`config.mk`:
```
export PLATFORM = sky130hd
export DESIGN_NAME = vmem_reader
export DESIGN_NICKNAME = d
export VERILOG_FILES = /design/src/rtl/vmem_pkg.sv /design/src/rtl/vmem_rsp_fifo.sv /design/src/rtl/vmem_reader.sv
export SDC_FILE = /design/constraint.sdc
export NUM_CORES = 1
export LEC_CHECK = 0
export CAP_MARGIN = 10
export CORE_ASPECT_RATIO = 0.7
export CORE_MARGIN = 5
export CORE_UTILIZATION = 45
export CTS_CLUSTER_DIAMETER = 80
export DETAILED_ROUTE_END_ITERATION = 7
export GPL_TIMING_DRIVEN = 1
export HOLD_SLACK_MARGIN = 0.06
export PLACE_DENSITY = 0.73
export SYNTH_ARGS = -nofsm -noshare
export SYNTH_HDL_FRONTEND = slang
export SYNTH_SLANG_ARGS = --single-unit
export TNS_END_PERCENT = 100
```
`constraint.sdc`:
```
create_clock -name clk -period 1.8 [get_ports clk]
set_input_delay 0.36 -clock clk [delete_from_list [all_inputs] [get_ports clk]]
set_output_delay 0.36 -clock clk [all_outputs]
set_load 0.01 [all_outputs]
```
`src/rtl/vmem_pkg.sv`:
```
// Shared types and helpers for the vmem read/write initiators.
package vmem_pkg;

  localparam int VMEM_AW = 4;
  localparam int VMEM_DW = 8;

  typedef logic [VMEM_AW-1:0] vmem_addr_t;
  typedef logic [VMEM_DW-1:0] vmem_data_t;

  typedef struct packed {
    vmem_addr_t addr;
    vmem_data_t data;
  } vmem_rsp_t;

  // Bits needed to index `value` distinct items; returns 0 for value <= 1.
  function automatic int clog2(input int value);
    int result;
    int v;
    result = 0;
    v = value - 1;
    while (v > 0) begin
      result = result + 1;
      v = v >> 1;
    end
    return result;
  endfunction

endpackage

```
`src/rtl/vmem_rsp_fifo.sv`:
```
// In-order response buffer for vmem reads; any depth >= 1, including non-powers of two.
module vmem_rsp_fifo
  import vmem_pkg::*;
#(
  parameter int DEPTH = 4,
  localparam int CW = clog2(DEPTH + 1)
) (
  input  logic          clk,
  input  logic          rst,
  input  logic          push,
  input  vmem_rsp_t     push_data,
  input  logic          pop,
  output vmem_rsp_t     head,
  output logic          full,
  output logic          empty,
  output logic [CW-1:0] count
);

  localparam int PW = (DEPTH > 1) ? clog2(DEPTH) : 1;

  vmem_rsp_t     store [DEPTH];
  logic [PW-1:0] wr_ptr;
  logic [PW-1:0] rd_ptr;
  logic [CW-1:0] cnt;
  logic          do_pop;

  function automatic logic [PW-1:0] next_ptr(input logic [PW-1:0] p);
    return (p == PW'(DEPTH - 1)) ? '0 : p + PW'(1);
  endfunction

  assign do_pop = pop && !empty;
  assign empty  = (cnt == '0);
  assign full   = (cnt == CW'(DEPTH));
  assign count  = cnt;
  assign head   = store[rd_ptr];

  always_ff @(posedge clk) begin
    if (push) begin
      store[wr_ptr] <= push_data;
    end
  end

  // Pointers wrap explicitly so that non-power-of-two depths work.
  always_ff @(posedge clk) begin
    if (rst) begin
      wr_ptr <= '0;
      rd_ptr <= '0;
      cnt    <= '0;
    end else begin
      if (push) begin
        wr_ptr <= next_ptr(wr_ptr);
      end
      if (do_pop) begin
        rd_ptr <= next_ptr(rd_ptr);
      end
      case ({push, do_pop})
        2'b10:   cnt <= cnt + CW'(1);
        2'b01:   cnt <= cnt - CW'(1);
        default: cnt <= cnt;
      endcase
    end
  end

  a_no_push_full: assert property (@(posedge clk) disable iff (rst) !(push && full));

endmodule

```
`src/rtl/vmem_reader.sv`:
```
// Read-side initiator for the vmem array: issues registered reads, tracks them through
// the fixed read latency and buffers results behind a credit counter so data is never dropped.
module vmem_reader
  import vmem_pkg::*;
#(
  parameter int AW        = VMEM_AW,
  parameter int DW        = VMEM_DW,
  parameter int RD_LAT    = 1,
  parameter int RSP_DEPTH = 4
) (
  input  logic          clk,
  input  logic          rst,
  input  logic          req_valid,
  output logic          req_ready,
  input  logic [AW-1:0] req_addr,
  output logic          rsp_valid,
  input  logic          rsp_ready,
  output logic [DW-1:0] rsp_data,
  output logic [AW-1:0] rsp_addr,
  output logic          mem_ren,
  output logic [AW-1:0] mem_addr,
  input  logic [DW-1:0] mem_odata,
  output logic          busy
);

  localparam int CW = clog2(RSP_DEPTH + 1);
  localparam logic [CW-1:0] DEPTH_C = CW'(RSP_DEPTH);

  logic [CW-1:0]     pending;
  logic              accept;
  logic              pop;
  logic [RD_LAT-1:0] tag_valid;
  vmem_addr_t        tag_addr [RD_LAT];
  vmem_rsp_t         push_data;
  vmem_rsp_t         head;
  logic              fifo_full;
  logic              fifo_empty;
  logic [CW-1:0]     fifo_count;

  // Credit decision uses only registered state, so rsp_ready never reaches req_ready.
  assign req_ready = (pending < DEPTH_C);
  assign busy      = (pending != '0);
  assign accept    = req_valid && req_ready;
  assign pop       = rsp_valid && rsp_ready;

  assign rsp_valid = !fifo_empty;
  assign rsp_data  = fifo_empty ? '0 : head.data;
  assign rsp_addr  = fifo_empty ? '0 : head.addr;

  always_ff @(posedge clk) begin
    if (rst) begin
      mem_ren  <= 1'b0;
      mem_addr <= '0;
    end else begin
      mem_ren <= accept;
      if (accept) begin
        mem_addr <= req_addr;
      end
    end
  end

  // The tag leaves the pipe in exactly the cycle mem_odata holds its data.
  always_ff @(posedge clk) begin
    if (rst) begin
      tag_valid <= '0;
    end else begin
      tag_valid[0] <= mem_ren;
      for (int i = 1; i < RD_LAT; i++) begin
        tag_valid[i] <= tag_valid[i-1];
      end
    end
  end

  always_ff @(posedge clk) begin
    tag_addr[0] <= mem_addr;
    for (int i = 1; i < RD_LAT; i++) begin
      tag_addr[i] <= tag_addr[i-1];
    end
  end

  assign push_data.addr = tag_addr[RD_LAT-1];
  assign push_data.data = mem_odata;

  vmem_rsp_fifo #(.DEPTH(RSP_DEPTH)) u_rsp_fifo (
    .clk       (clk),
    .rst       (rst),
    .push      (tag_valid[RD_LAT-1]),
    .push_data (push_data),
    .pop       (pop),
    .head      (head),
    .full      (fifo_full),
    .empty     (fifo_empty),
    .count     (fifo_count)
  );

  always_ff @(posedge clk) begin
    if (rst) begin
      pending <= '0;
    end else begin
      case ({accept, pop})
        2'b10:   pending <= pending + CW'(1);
        2'b01:   pending <= pending - CW'(1);
        default: pending <= pending;
      endcase
    end
  end

  a_pending_max: assert property (@(posedge clk) disable iff (rst) pending <= DEPTH_C);
  a_count_le_pending: assert property (@(posedge clk) disable iff (rst) fifo_count <= pending);
  a_no_overflow: assert property (@(posedge clk) disable iff (rst)
    !(tag_valid[RD_LAT-1] && fifo_full));
  a_rsp_stable: assert property (@(posedge clk) disable iff (rst)
    (rsp_valid && !rsp_ready) |=> (rsp_valid && $stable(rsp_data) && $stable(rsp_addr)));

endmodule

```
; ---- Word level (Yosys, flattened, before mapping)
; Memory sizes are Yosys's and may differ from the RTL's. A register that Yosys moved wholly into a read port is not among the register bits.
; Index checks and enable logic that the tools add are counted.
[word_totals]
regBits = 16
inputBits = 16
word_cells = 40
ram_bits = 52
memories = 2
[classes]
n_eq_ne = 6
addsub = 6
muxes = 10
reduce_logical = 8
order_cmp = 1
[mem_list]
columns = memory, depth, word_bits, rd, rd_ports_with_merged_regs, write_ports, line
row1 = u_rsp_fifo.store, 4, 12, 1, 1, 1, vmem_rsp_fifo.sv:21  ; vmem_rsp_t store [DEPTH];
row2 = tag_addr, 1, 4, 1, 0, 1, vmem_reader.sv:33  ; vmem_addr_t tag_addr [RD_LAT];
[ops]
columns = op, count
row1 = $pmux 3 s2, 2
row2 = $eq 2x2->1 const B, 4
row3 = $mux 2, 4
row4 = $mux 8, 1
row5 = $add 3x1->3 const B, 2
row6 = $sub 3x1->3 const B, 2
row7 = $add 2x1->2 const B, 2
row8 = $eq 2x1->1 const B, 2
row9 = $mux 4, 1
row10 = $reduce_bool 2->1, 2
row11 = $logic_and 1x1->1, 3
row12 = $logic_not 3->1, 1
row13 = $lt 3x3->1 const B, 1
row14 = $reduce_bool 3->1, 1
row15 = $mux 1, 2
row16 = $logic_not 1->1, 1

; ---- Longest topological paths before layout
[logic_depth]
depth_word = 6
mapped_depth = 9

; ---- Modules after synthesis
; From an unflattened synthesis, not the netlist that was laid out.
[hier_totals]
cells_unflattened = 169
hier_area_um2 = 2737.6
[modules_own_cells]
columns = mod, instances, cells_each, seq_area_each_um2, area_each_um2
row1 = vmem_rsp_fifo, 1, 111, 1621.6, 2194.6
row2 = vmem_reader, 1, 58, 260.2, 543.0

; ---- Worst setup path after synthesis
; OpenSTA, ideal clock, no wires.
[synth_path]
path_kind = input to register
from = in req_valid
to = reg pending[2]
slack_ns = -0.141
required_ns = 1.730
t_arrival_ns = 1.871
cell_stages = 9
setup_time_ns = 0.070
path_cell_list = nor2b_1 -> clkbuf_1 -> inv_1 -> ha_1 -> inv_1 -> fa_1 -> xor2_1 -> or3_1 -> a21oi_1
[synth_via]
elab_chain_cells = 3
elab_cells_between_ends = 5
cone_classes = eq/ne: 2 / mux: 1 / reduce/logical: 2
[synth_lines]
columns = element, line
row1 = "start, declared", vmem_reader.sv:13  ; input logic req_valid,
row2 = $logic_and 1x1->1 (*), vmem_reader.sv:43  ; assign accept = req_valid && req_ready;
row3 = $eq 2x1->1 / $eq 2x2->1 (equally long branches), vmem_reader.sv:100  ; case ({accept, pop})
row4 = $pmux 3 s2 / $reduce_bool 2->1 (equally long branches), n/a
row5 = "end signal, assigned", vmem_reader.sv:101  ; 2'b10: pending <= pending + CW'(1);
row6 = "end signal, assigned", vmem_reader.sv:102  ; 2'b01: pending <= pending - CW'(1);
row7 = "end signal, assigned", vmem_reader.sv:103  ; default: pending <= pending;
row8 = "end, declared", vmem_reader.sv:29  ; logic [CW-1:0] pending;
; Mark *: on every way between the ends. The rest lies on a longest branch, timed or not.
; A chain may end at the register's enable or synchronous reset.

==> out/metrics.yaml <==
numClockSinks: 70
dp_cells: 288
syn_area_um2: 2725
cts_buffers: 9
netlist.area_leader.share_pct: 52.89
design_area_um2: 3680
cp.required_ns: 1.44
grt_max_degree: 17
synth.distinct_cells: 24
fin_skew_ns: 0.01016
ys_seq_elements: 70
n_antenna_cell: 0
synth_edf_count: 48
min_path_type: "register to register"
final-hold-violation-count: 0
synth_area_leaders: "edfxtp_1 53%, dfxtp_1 16%, mux4_2 8.3%, ha_1 3.2%, nor2b_1 3.0%"
grt_pass1_wl_mm: 7.465
timing.final.ws_setup_ns: -0.2594
die_w_um: 103.0
synth_fp_nets: 192
critPathMaxFanout: 6
ys.flop_type: "edfxtp_1"
grt_pass1_vias: 1457
antenna_found_initial: 0
grt_setup_unrepaired: "true"
totalWireLength_mm: 4.772
fillerInstances: 414
fin_crit_sh_pct: 114.4
drive_above_1_share_pct: 35.42
cts-htree-levels: 3
drcViolationCount: 0
status: "finished with violations"
worstPathArrival_ns: 1.70
met1_usage_pct: 17.59
worstSetupPathType: "register to primary output"
cts_tree: "built"
wl_per_cell_um: 15.15
use_met3_pct: 5.833
cts_root_buffer: "clkbuf_8"
dr.pass1.iters: 4
synth.most_common_cell: "edfxtp_1"
placed_cell_area_um2: 3296
setup_viol: 12
finalNetCount: 260
detailedPlace.worstSlack_ns: -0.4523
yosysWarnings: 0
areaGrowthSynthToFinish_pct: 35.03
async_flop_share_pct: 0
critPathMaxStageDelay_ns: 0.48
cap_violations: 0
maxSlewViolCount: 0
dieHeight_um: 75.11
max_freq_mhz: 485.6
period_minus_slack_ns: 2.059
synth_top_cell_by_area: "edfxtp_1"
syn_avg_cell_area_um2: 16.32
fin_total_pwr_mw: 5.144
cts_buffer_depth: 2
coreArea_um2: 5813
met2_usage_pct: 20.18
drt_iter0_markers: 90
io_pins: 36
final_antenna_net_count: 0
initial_core_util_pct: 46.88
crit_slowest_cell: "mux4_2"
clk_pin_slew_ns: 0.07
irDropWorstVdd_mv: 0.8710
finalSetupTns_ns: -2.493
dp_hpwl_mm: 3.057
dr_total_vias: 1518
p_leak_nw: 1.377
ys_top_cells_by_count: "48 x edfxtp_1, 22 x dfxtp_1, 14 x nor2_1"
worstPathCellList: "buf_6 > buf_4 > mux4_2 > nor2b_1 > buf_2"
instances_no_fill: 315
cp-start-kind: "register"
tightest_slew_ns: 0.6790
grt.busiest_layer: "met2"
powerDensity_nw_per_um2: 1398
slew_headroom_pct: 54.73
syn_inst: 167
grt_usage_pct: 13.61
gp_congestion: 0.6965
synth-seq-area-share_pct: 69.05
clock_latency_ns: 0.35
crit_path_end_kind: "primary output"
rows: 23
die_area_um2: 7737
viasPerCell: 4.819
overflow: 0
violations: "negative setup slack"
portBuffers: 35
flip-flops by register name, indices dropped and copies added (netlist names), named ones only:
register	cells
tag_addr	4
u_rsp_fifo.count	3
pending	3
u_rsp_fifo.wr_ptr	2
u_rsp_fifo.rd_ptr	2
mem_addr	4
u_rsp_fifo.store	48
mem_ren	1
tag_valid	1
routing by layer:
metal	up-vias	wire, um
met5	-	0
met4	0	89
met3	8	206
met2	25	2337
met1	743	2139
li1	742	-
worst max-delay path, delay by kind of cell, from the launching register on:
family	cells	cell delay, ns
mux	1	0.48
simple gates	1	0.14
flops	1	0.35
buf+inv	3	0.37
final cells by class:
class                      count  area [um^2]  share of cell area (%)
tap                           75        93.84                   2.550
timing repair buffer          62        564.3                   15.33
clock buffer                   9        123.9                   3.366
inverter                      13        51.30                   1.394
sequential                    70         1894                   51.48
multi-input combinational     79        832.0                   22.61
clock inverter                 7        120.1                   3.264
cells by family after synthesis:
kind of cell,count (synthesis),synth area share [%]
flip-flops,70,69.05
AND/OR/NAND/NOR,39,7.805
buffers and inverters,18,2.847
multiplexers,18,12.40
AO/OA/AOI/OAI,9,1.928
adder cells (fa/ha/maj),9,4.683
XOR/XNOR,4,1.285
per-stage QoR:
step           util (%)  hold slack [ns]
3_3_place_gp      56.69           0.3639
5_1_grt           63.30           0.3767
6_report          63.30           0.3646
2_1_floorplan         -           0.3926
4_1_cts           61.54           0.3699
3_5_place_dp      56.69           0.3596
path summary, 6_finish.rpt:
path         depth (start not counted)             end           startpoint  slack, ns
max                                  5     rsp_addr[2]             register      -0.26
min                                  0  tag_addr[0][2]          mem_addr[2]       0.36
max reg2reg                          9      pending[2]  u_rsp_fifo.count[0]       0.03
min reg2reg                          0  tag_addr[0][2]          mem_addr[2]       0.36
layout by cell type (no fill, tap or decap), types with 2 or more instances in the layout:
cell type         n
inv_2             2
mux4_2           12
inv_6             2
a21oi_1           5
clkbuf_8          9
and2_1            4
fa_2              2
nor2_1           14
o21ai_0           2
mux2i_1           6
dfxtp_1          18
buf_2             7
bufinv_16         3
xor2_1            4
dfxtp_4           3
buf_6            12
or3_1             3
ha_1              5
nor2b_1           9
nor2b_4           5
edfxtp_1         48
inv_1            10
clkdlybuf4s50_1  20
buf_4            19
timing repair:
item                                    in CTS  in global routing
resized for setup                           67                 17
pin swaps                                    2                  3
hold buffers                                 0                  0
hold endpoints to repair                     0                  0
endpoints found under the setup margin      15                 18
setup buffers                                8                  3
cloned                                       0                  0
power by group:
group / leakage [nW] / internal (mW) / switching (mW)
logic: 0.636 / 0.963 / 0.716
clock network: 0.122 / 0.927 / 0.587
registers: 0.620 / 1.85 / 0.103
No activity file was read; power rests on OpenSTA's default activity.
